### config.mk
export PLATFORM = sky130hd
export DESIGN_NAME = entity_collision_scanner_flat
export DESIGN_NICKNAME = d
export VERILOG_FILES = /design/src/rtl/entity_collision_scanner_pkg.sv /design/src/rtl/entity_collision_scanner_if.sv /design/src/rtl/entity_collision_scanner_aabb_overlap.sv /design/src/rtl/entity_collision_scanner.sv /design/src/flat_wrapper.sv
export SDC_FILE = /design/constraint.sdc
export NUM_CORES = 1
export LEC_CHECK = 0
export CAP_MARGIN = 40
export CORE_MARGIN = 2
export CORE_UTILIZATION = 50
export DETAILED_ROUTE_END_ITERATION = 6
export PLACE_DENSITY_LB_ADDON = 0.12
export SYNTH_ARGS = -nofsm -noshare
export SYNTH_HDL_FRONTEND = slang
export SYNTH_SLANG_ARGS = --single-unit
### constraint.sdc
create_clock -name clk -period 8.7 [get_ports clk]
set_clock_uncertainty 0.05 [all_clocks]
set_input_delay 2.175 -clock clk [delete_from_list [all_inputs] [get_ports clk]]
set_output_delay 2.175 -clock clk [all_outputs]
set_load 0.03 [all_outputs]
### src/rtl/entity_collision_scanner_pkg.sv
// -----------------------------------------------------------------------------
// collision_pkg
// Shared definitions for the entity collision scanner and related collision
// logic: FSM state encoding, default playfield size and default character
// box size.
// -----------------------------------------------------------------------------
package collision_pkg;

  typedef enum logic [1:0] {
    ST_IDLE = 2'd0,
    ST_SCAN = 2'd1,
    ST_RESP = 2'd2
  } state_e;

  localparam int DEF_SCREEN_W = 640;
  localparam int DEF_SCREEN_H = 480;

  localparam int CHAR_W = 32;
  localparam int CHAR_H = 48;

endpackage

### src/rtl/entity_collision_scanner_if.sv
// -----------------------------------------------------------------------------
// entity_collision_scanner_if
// Request/response handshake bundle for the collision scanner.
//   req_valid/req_ready : request handshake (caller -> scanner)
//   req_id              : index of the entity being moved
//   req_x/req_y         : proposed top-left position
//   req_full            : 1 = scan all entities, 0 = stop at first hit / oob
//   rsp_valid/rsp_ready : response handshake (scanner -> caller)
//   rsp_allowed         : move is legal
//   rsp_oob             : proposed box leaves the playfield
//   rsp_hit_mask        : colliding entities found by the scan
//   rsp_first_hit       : lowest colliding index, 0 if none
// Modports: master = movement controller, slave = scanner.
// -----------------------------------------------------------------------------
interface entity_collision_scanner_if #(
  parameter int N_ENT   = 4,
  parameter int ID_W    = 2,
  parameter int COORD_W = 10
);

  logic               req_valid;
  logic               req_ready;
  logic [ID_W-1:0]    req_id;
  logic [COORD_W-1:0] req_x;
  logic [COORD_W-1:0] req_y;
  logic               req_full;

  logic               rsp_valid;
  logic               rsp_ready;
  logic               rsp_allowed;
  logic               rsp_oob;
  logic [N_ENT-1:0]   rsp_hit_mask;
  logic [ID_W-1:0]    rsp_first_hit;

  modport master (
    output req_valid, req_id, req_x, req_y, req_full, rsp_ready,
    input  req_ready, rsp_valid, rsp_allowed, rsp_oob, rsp_hit_mask, rsp_first_hit
  );

  modport slave (
    input  req_valid, req_id, req_x, req_y, req_full, rsp_ready,
    output req_ready, rsp_valid, rsp_allowed, rsp_oob, rsp_hit_mask, rsp_first_hit
  );

endinterface

### src/rtl/entity_collision_scanner_aabb_overlap.sv
// -----------------------------------------------------------------------------
// aabb_overlap
// Purely combinational strict axis-aligned box overlap test. Boxes that only
// share an edge do not overlap. End coordinates are formed one bit wider than
// the coordinates so a box near the top of the coordinate range never wraps.
//   ax, ay, aw, ah : box A top-left and size
//   bx, by, bw, bh : box B top-left and size
//   overlap        : 1 when the interiors intersect
// -----------------------------------------------------------------------------
module aabb_overlap #(
  parameter int COORD_W = 10,
  parameter int SIZE_W  = 7
) (
  input  logic [COORD_W-1:0] ax,
  input  logic [COORD_W-1:0] ay,
  input  logic [SIZE_W-1:0]  aw,
  input  logic [SIZE_W-1:0]  ah,
  input  logic [COORD_W-1:0] bx,
  input  logic [COORD_W-1:0] by,
  input  logic [SIZE_W-1:0]  bw,
  input  logic [SIZE_W-1:0]  bh,
  output logic               overlap
);

  localparam int EW = COORD_W + 1;

  logic [EW-1:0] ax_s, ay_s, bx_s, by_s;
  logic [EW-1:0] ax_e, ay_e, bx_e, by_e;

  assign ax_s = {1'b0, ax};
  assign ay_s = {1'b0, ay};
  assign bx_s = {1'b0, bx};
  assign by_s = {1'b0, by};

  assign ax_e = ax_s + EW'(aw);
  assign ay_e = ay_s + EW'(ah);
  assign bx_e = bx_s + EW'(bw);
  assign by_e = by_s + EW'(bh);

  assign overlap = (ax_s < bx_e) && (ax_e > bx_s) &&
                   (ay_s < by_e) && (ay_e > by_s);

endmodule

### src/rtl/entity_collision_scanner.sv
// -----------------------------------------------------------------------------
// entity_collision_scanner
// Sequential move-legality checker. A proposed top-left position for one
// entity is compared against every other active entity, one per clock, and
// against the playfield bounds. The result is returned over a valid/ready
// handshake and held until taken.
//   clk, reset           : clock, asynchronous active-high reset
//   ent_x/ent_y          : packed positions, entity i at [i*COORD_W +: COORD_W]
//   ent_w/ent_h          : packed sizes, entity i at [i*SIZE_W +: SIZE_W]
//   ent_active           : entity takes part in collision
//   bus (slave)          : request/response handshake
//
// state | meaning
// IDLE  | ready for a request, last result still visible on rsp_*
// SCAN  | test entity idx this cycle; bounds registered on idx 0
// RESP  | rsp_valid high, result frozen until rsp_ready
// -----------------------------------------------------------------------------
module entity_collision_scanner
  import collision_pkg::*;
#(
  parameter int N_ENT    = 4,
  parameter int ID_W     = 2,
  parameter int COORD_W  = 10,
  parameter int SIZE_W   = 7,
  parameter int SCREEN_W = DEF_SCREEN_W,
  parameter int SCREEN_H = DEF_SCREEN_H
) (
  input  logic                     clk,
  input  logic                     reset,
  input  logic [N_ENT*COORD_W-1:0] ent_x,
  input  logic [N_ENT*COORD_W-1:0] ent_y,
  input  logic [N_ENT*SIZE_W-1:0]  ent_w,
  input  logic [N_ENT*SIZE_W-1:0]  ent_h,
  input  logic [N_ENT-1:0]         ent_active,
  entity_collision_scanner_if.slave bus
);

  localparam int EW = COORD_W + 1;
  localparam logic [EW-1:0]   SCR_W_L  = EW'(SCREEN_W);
  localparam logic [EW-1:0]   SCR_H_L  = EW'(SCREEN_H);
  localparam logic [ID_W-1:0] LAST_IDX = ID_W'(N_ENT - 1);

  state_e             state_q, state_d;
  logic [ID_W-1:0]    idx_q, idx_d;
  logic [ID_W-1:0]    id_q, id_d;
  logic [ID_W-1:0]    first_q, first_d;
  logic [COORD_W-1:0] x_q, x_d;
  logic [COORD_W-1:0] y_q, y_d;
  logic [SIZE_W-1:0]  w_q, w_d;
  logic [SIZE_W-1:0]  h_q, h_d;
  logic               full_q, full_d;
  logic               oob_q, oob_d;
  logic [N_ENT-1:0]   mask_q, mask_d;

  logic [COORD_W-1:0] cand_x, cand_y;
  logic [SIZE_W-1:0]  cand_w, cand_h;
  logic               cand_act;
  logic [SIZE_W-1:0]  mover_w, mover_h;
  logic               ovl;
  logic               hit_now;
  logic               oob_calc;
  logic               oob_now;
  logic [EW-1:0]      x_end, y_end;

  // Candidate entity for this scan step, and the mover's own size at the
  // requested index. An out-of-range req_id matches no entry, so its size
  // stays 0 and it can never overlap anything.
  always_comb begin
    cand_x   = '0;
    cand_y   = '0;
    cand_w   = '0;
    cand_h   = '0;
    cand_act = 1'b0;
    mover_w  = '0;
    mover_h  = '0;
    for (int i = 0; i < N_ENT; i++) begin
      if (idx_q == ID_W'(i)) begin
        cand_x   = ent_x[i*COORD_W +: COORD_W];
        cand_y   = ent_y[i*COORD_W +: COORD_W];
        cand_w   = ent_w[i*SIZE_W +: SIZE_W];
        cand_h   = ent_h[i*SIZE_W +: SIZE_W];
        cand_act = ent_active[i];
      end
      if (bus.req_id == ID_W'(i)) begin
        mover_w = ent_w[i*SIZE_W +: SIZE_W];
        mover_h = ent_h[i*SIZE_W +: SIZE_W];
      end
    end
  end

  aabb_overlap #(
    .COORD_W (COORD_W),
    .SIZE_W  (SIZE_W)
  ) u_overlap (
    .ax      (x_q),
    .ay      (y_q),
    .aw      (w_q),
    .ah      (h_q),
    .bx      (cand_x),
    .by      (cand_y),
    .bw      (cand_w),
    .bh      (cand_h),
    .overlap (ovl)
  );

  assign x_end    = {1'b0, x_q} + EW'(w_q);
  assign y_end    = {1'b0, y_q} + EW'(h_q);
  assign oob_calc = (x_end > SCR_W_L) || (y_end > SCR_H_L);

  // Self-skip compares against the latched id, so an inactive mover is still
  // checked and an out-of-range id skips nothing.
  assign hit_now = (state_q == ST_SCAN) && cand_act && (idx_q != id_q) && ovl;

  always_comb begin
    state_d = state_q;
    idx_d   = idx_q;
    id_d    = id_q;
    first_d = first_q;
    x_d     = x_q;
    y_d     = y_q;
    w_d     = w_q;
    h_d     = h_q;
    full_d  = full_q;
    oob_d   = oob_q;
    mask_d  = mask_q;
    oob_now = oob_q;

    case (state_q)
      ST_IDLE: begin
        if (bus.req_valid) begin
          id_d    = bus.req_id;
          x_d     = bus.req_x;
          y_d     = bus.req_y;
          full_d  = bus.req_full;
          w_d     = mover_w;
          h_d     = mover_h;
          mask_d  = '0;
          first_d = '0;
          oob_d   = 1'b0;
          idx_d   = '0;
          state_d = ST_SCAN;
        end
      end

      ST_SCAN: begin
        if (idx_q == '0) begin
          oob_d   = oob_calc;
          oob_now = oob_calc;
        end
        if (hit_now) begin
          for (int i = 0; i < N_ENT; i++) begin
            if (idx_q == ID_W'(i)) mask_d[i] = 1'b1;
          end
          if (mask_q == '0) first_d = idx_q;
        end
        if ((idx_q == LAST_IDX) || (!full_q && (hit_now || oob_now))) begin
          state_d = ST_RESP;
        end else begin
          idx_d = idx_q + ID_W'(1);
        end
      end

      ST_RESP: begin
        if (bus.rsp_ready) state_d = ST_IDLE;
      end

      default: state_d = ST_IDLE;
    endcase
  end

  always_ff @(posedge clk or posedge reset) begin
    if (reset) begin
      state_q <= ST_IDLE;
      idx_q   <= '0;
      id_q    <= '0;
      first_q <= '0;
      x_q     <= '0;
      y_q     <= '0;
      w_q     <= '0;
      h_q     <= '0;
      full_q  <= 1'b0;
      oob_q   <= 1'b0;
      mask_q  <= '0;
    end else begin
      state_q <= state_d;
      idx_q   <= idx_d;
      id_q    <= id_d;
      first_q <= first_d;
      x_q     <= x_d;
      y_q     <= y_d;
      w_q     <= w_d;
      h_q     <= h_d;
      full_q  <= full_d;
      oob_q   <= oob_d;
      mask_q  <= mask_d;
    end
  end

  assign bus.req_ready     = (state_q == ST_IDLE);
  assign bus.rsp_valid     = (state_q == ST_RESP);
  assign bus.rsp_allowed   = !oob_q && (mask_q == '0);
  assign bus.rsp_oob       = oob_q;
  assign bus.rsp_hit_mask  = mask_q;
  assign bus.rsp_first_hit = first_q;

endmodule

### src/flat_wrapper.sv
// flat-port wrapper written by rule: the top's interface ports become plain ports
module entity_collision_scanner_flat import collision_pkg::*;
#(
  parameter int N_ENT    = 4,
  parameter int ID_W     = 2,
  parameter int COORD_W  = 10,
  parameter int SIZE_W   = 7,
  parameter int SCREEN_W = DEF_SCREEN_W,
  parameter int SCREEN_H = DEF_SCREEN_H
)
  (clk, reset, ent_x, ent_y, ent_w, ent_h, ent_active, bus_req_valid, bus_req_id, bus_req_x, bus_req_y, bus_req_full, bus_rsp_ready, bus_req_ready, bus_rsp_valid, bus_rsp_allowed, bus_rsp_oob, bus_rsp_hit_mask, bus_rsp_first_hit);
  entity_collision_scanner_if #(.N_ENT(N_ENT), .ID_W(ID_W), .COORD_W(COORD_W)) bus_i ();
  input  logic clk;
  input  logic reset;
  input  logic [N_ENT*COORD_W-1:0] ent_x;
  input  logic [N_ENT*COORD_W-1:0] ent_y;
  input  logic [N_ENT*SIZE_W-1:0] ent_w;
  input  logic [N_ENT*SIZE_W-1:0] ent_h;
  input  logic [N_ENT-1:0] ent_active;
  input wire logic [$bits(bus_i.req_valid)-1:0] bus_req_valid;
  input wire logic [$bits(bus_i.req_id)-1:0] bus_req_id;
  input wire logic [$bits(bus_i.req_x)-1:0] bus_req_x;
  input wire logic [$bits(bus_i.req_y)-1:0] bus_req_y;
  input wire logic [$bits(bus_i.req_full)-1:0] bus_req_full;
  input wire logic [$bits(bus_i.rsp_ready)-1:0] bus_rsp_ready;
  output wire logic [$bits(bus_i.req_ready)-1:0] bus_req_ready;
  output wire logic [$bits(bus_i.rsp_valid)-1:0] bus_rsp_valid;
  output wire logic [$bits(bus_i.rsp_allowed)-1:0] bus_rsp_allowed;
  output wire logic [$bits(bus_i.rsp_oob)-1:0] bus_rsp_oob;
  output wire logic [$bits(bus_i.rsp_hit_mask)-1:0] bus_rsp_hit_mask;
  output wire logic [$bits(bus_i.rsp_first_hit)-1:0] bus_rsp_first_hit;
  assign bus_i.req_valid = bus_req_valid;
  assign bus_i.req_id = bus_req_id;
  assign bus_i.req_x = bus_req_x;
  assign bus_i.req_y = bus_req_y;
  assign bus_i.req_full = bus_req_full;
  assign bus_i.rsp_ready = bus_rsp_ready;
  assign bus_req_ready = bus_i.req_ready;
  assign bus_rsp_valid = bus_i.rsp_valid;
  assign bus_rsp_allowed = bus_i.rsp_allowed;
  assign bus_rsp_oob = bus_i.rsp_oob;
  assign bus_rsp_hit_mask = bus_i.rsp_hit_mask;
  assign bus_rsp_first_hit = bus_i.rsp_first_hit;
  entity_collision_scanner #(.N_ENT(N_ENT), .ID_W(ID_W), .COORD_W(COORD_W), .SIZE_W(SIZE_W), .SCREEN_W(SCREEN_W), .SCREEN_H(SCREEN_H)) u_core (.clk(clk), .reset(reset), .ent_x(ent_x), .ent_y(ent_y), .ent_w(ent_w), .ent_h(ent_h), .ent_active(ent_active), .bus(bus_i));
endmodule
==> impl_metrics.py <==
metrics = {
    "floorplanning": {
        "die_width_um": 110.9,
        "fp-row-count": 39,
        "die_h_um": 110.9,
        "coreArea_um2": 11270,
        "start_util_pct": 50.73,
        "io_pins": 177,
        "die_area_um2": 12310,
    },
    "timing": {
        "finalSetupTns_ps": 0,
        "timing.final.crit_period_ps": 6569,
        "maxSlewViolCount": 0,
        "setup_viol": 0,
        "rsz0062_at_grt": "no",
        "timing.hold.ws_ps": 443.7,
        "slew_headroom_pct": 43.50,
        "tightest_slew_ps": 844.8,
        "hold_viol_final": 0,
        "finalCritPeriodShare_pct": 75.50,
        "max_freq_ghz": 0.1522,
    },
    "routing": {
        "avgViaCountPerCell": 5.838,
        "wl_mm": 19.87,
        "post-route-drc-count": 0,
        "drt-initial-drc-count": 314,
        "ant_nets": 0,
        "drt-pass1-iter-count": 4,
        "dr_total_vias": 6153,
        "post_drt_wl_per_cell_um": 18.85,
    },
    "global_route": {
        "grt_pass1_vias": 6499,
        "grt_pass1_wl_mm": 32.01,
        "antenna_found_initial": 0,
        "grt_overflow": 0,
        "grtUsageTotal_pct": 32.31,
        "grt_max_degree": 71,
    },
    "synthesis": {
        "synthDistinctLibCells": 64,
        "synth-seq-area-share_pct": 21.01,
        "yosys_register_bits": 48,
        "syn_inst": 755,
        "syn-num-nets": 996,
        "synth-edff-count": 0,
        "netlist.area_leader.share_pct": 21.01,
        "syn_area_per_cell_um2": 7.573,
        "synth_commonest_cells": "152 x nand2_1, 87 x nor2_1, 80 x a21oi_1",
        "async_flop_share_pct": 100.0,
        "synth_top_area_cell": "dfrtp_1",
        "netlist_area_um2": 5718,
        "ys.flop_type": "dfrtp_1",
        "netlist_top_cells_area": "dfrtp_1 21%, ha_1 15%, nand2_1 10%",
        "synth_most_common_cell": "nand2_1",
        "yosys_warnings": 0,
    },
    "clocking": {
        "cts_buffers": 5,
        "cts_tree": "done",
        "clkSinkCount": 48,
        "cts_hold_buf": 0,
        "clock_latency_ps": 300,
        "cts.path.max_buffers": 2,
        "cts_setup_buffers": 0,
        "root_buffer": "clkbuf_16",
        "clk_pin_slew_ps": 70,
        "htree_levels": 2,
        "cts_resized": 0,
    },
    "layout": {
        "postLayoutCellArea_um2": 7735,
        "final_nets": 1152,
        "diodes": 0,
        "layoutNonFillerInstCount": 1054,
        "nFillCells": 975,
        "multi_input_area_um2": 4225,
        "synthToLayoutAreaGrowth_pct": 35.27,
        "drive_gt1_share_pct": 5.159,
        "regArea_um2": 1201,
    },
    "placed_design": {
        "gp_congestion": 0.9420,
        "dp.cells": 1047,
        "dpl.hpwl_mm": 15.91,
        "postPlaceCellArea_um2": 7601,
        "io_buffers": 176,
    },
    "pwr": {
        "power_frac_comb_pct": 81.2,
        "power.leakage_uw": 0.003574,
        "power.share.switching_pct": 52.89,
        "vdd_drop_max_mv": 0.2298,
        "pwr-share-seq_pct": 13.0,
        "internal_power_uw": 1579,
        "clockPowerShare_pct": 5.7,
        "power_switching_uw": 1773,
        "power_density_nw_per_um2": 433.3,
    },
    "worst_setup_path": {
        "arrival_ps": 6710,
        "crit_path_start_kind": "input port",
        "slowest_delay_ps": 500,
        "cp.required_ps": 8840,
        "criticalPathCategory": "input port to flip-flop",
        "slowest_stage": "clkdlybuf4s50_1",
        "path_cells": "clkdlybuf4s50_1 > a22oi_1 > nor2_1 > a21oi_1 > o21ai_0 > ha_1 > inv_1 > fa_1 > nor2b_1 > o31ai_1 > a21oi_1 > nor2_1 > nor2_1 > xor2_1 > ha_1 > a21o_1 > a21oi_1 > o21ai_0 > o31ai_1 > a41oi_1 > o21ai_4 > mux2_4",
        "end_kind": "flip-flop",
        "crit_fanout": 3,
    },
    "flow_run": {
        "drv_cap": 0,
    },
    "outcome": {
        "status": "complete, no violations",
    },
    "min_path": {
        "hold_class": "flip-flop to flip-flop",
    },
}
## state kept, by name, summed over array words and instances (netlist names)
register                  flops
u_core.idx_q                  2
u_core.bus.rsp_first_hit      2
u_core.h_q                    7
u_core.bus.rsp_oob            1
u_core.x_q                   10
u_core.state_q                2
u_core.bus.rsp_hit_mask       4
u_core.full_q                 1
u_core.w_q                    7
u_core.id_q                   2
u_core.y_q                   10
## power groups by stage
stage | logic [µW] | registers (µW) | clock network (µW)
finish | 2720 | 436 | 192
global route | 3060 | 447 | 202
CTS | 2700 | 433 | 193
detailed placement | 2670 | 437 | 0
global placement | 2530 | 434 | 0
floorplan | 1990 | 402 | 0
## area by class of cell
class | instances | share of cell area [%]
Multi-Input combinational cell | 632 | 54.63
Timing Repair Buffer | 185 | 23.91
Sequential cell | 48 | 15.53
Tap cell | 143 | 2.313
Inverter | 39 | 1.893
Clock buffer | 6 | 1.666
Clock inverter | 1 | 0.06470
## worst max-delay path, delay by kind of cell
kind | cells | cell delay (ps)
and+or+nand+nor | 4 | 500
xor gates and xnor gates | 1 | 180
muxes | 1 | 320
adders and majority gates | 3 | 940
AOI/OAI and AO/OA | 11 | 2030
buffers and inverters | 2 | 560
## logic make-up (layout without fill, tap and decap cells)
logic type,after synthesis,after routing,share of synthesized area [%]
flip-flops,48,48,21.01
AND/OR/NAND/NOR,293,293,21.53
multiplexers,20,20,6.652
XOR/XNOR,28,28,4.289
adder cells (fa/ha/maj),74,74,16.72
AO/OA/AOI/OAI,217,217,24.53
buffers and inverters,75,231,5.274
## cell usage in the layout (no fill, tap or decap), drive strengths merged, types with 7 or more instances in the layout
master and n:
dfrtp 48, o21ai 39, a211oi 8, nand2b 7, a21oi 81, ha 70
mux4 14, a21o 19, xnor2 12, inv 39, o211ai 9, nand3 12
nor2 87, buf 9, nand4 7, nand2 152, a22oi 22, xor2 16
clkdlybuf4s50 176
## metrics by stage
step / worst slack, ps / utilization [%] / power [µW]
global placement: 1988 / 67.12 / 2967
finish: 2131 / 68.62 / 3351
floorplan: 2809 / - / 2390
global route: 1736 / 68.62 / 3710
detailed placement: 1860 / 67.43 / 3106
CTS: 2146 / 68.62 / 3326
## per-layer routing
layer  wire length (µm)  share of wire (%)  global-route usage, %
met2              10650                 54                  61.96
met3                802                4.0                  4.210
met4                653                3.3                  10.50
met1               7767                 39                  36.77
met5                  0                  0                      0
## worst paths after layout
kind / start / endpoint / slack (ps) / depth (start not counted)
worst max-delay path: ent_y[0] / u_core.idx_q[1] / 2130 / 22
worst min-delay path: u_core.w_q[5] / u_core.w_q[5] / 440 / 2
worst max register to register: u_core.idx_q[0] / u_core.idx_q[1] / 3080 / 22
worst min register to register: u_core.w_q[5] / u_core.w_q[5] / 440 / 2
max in group asynchronous: reset / u_core.w_q[4] / 6040 / 3
min in group asynchronous: reset / u_core.h_q[1] / 2070 / 2
Power figures use the tool's default switching activity.
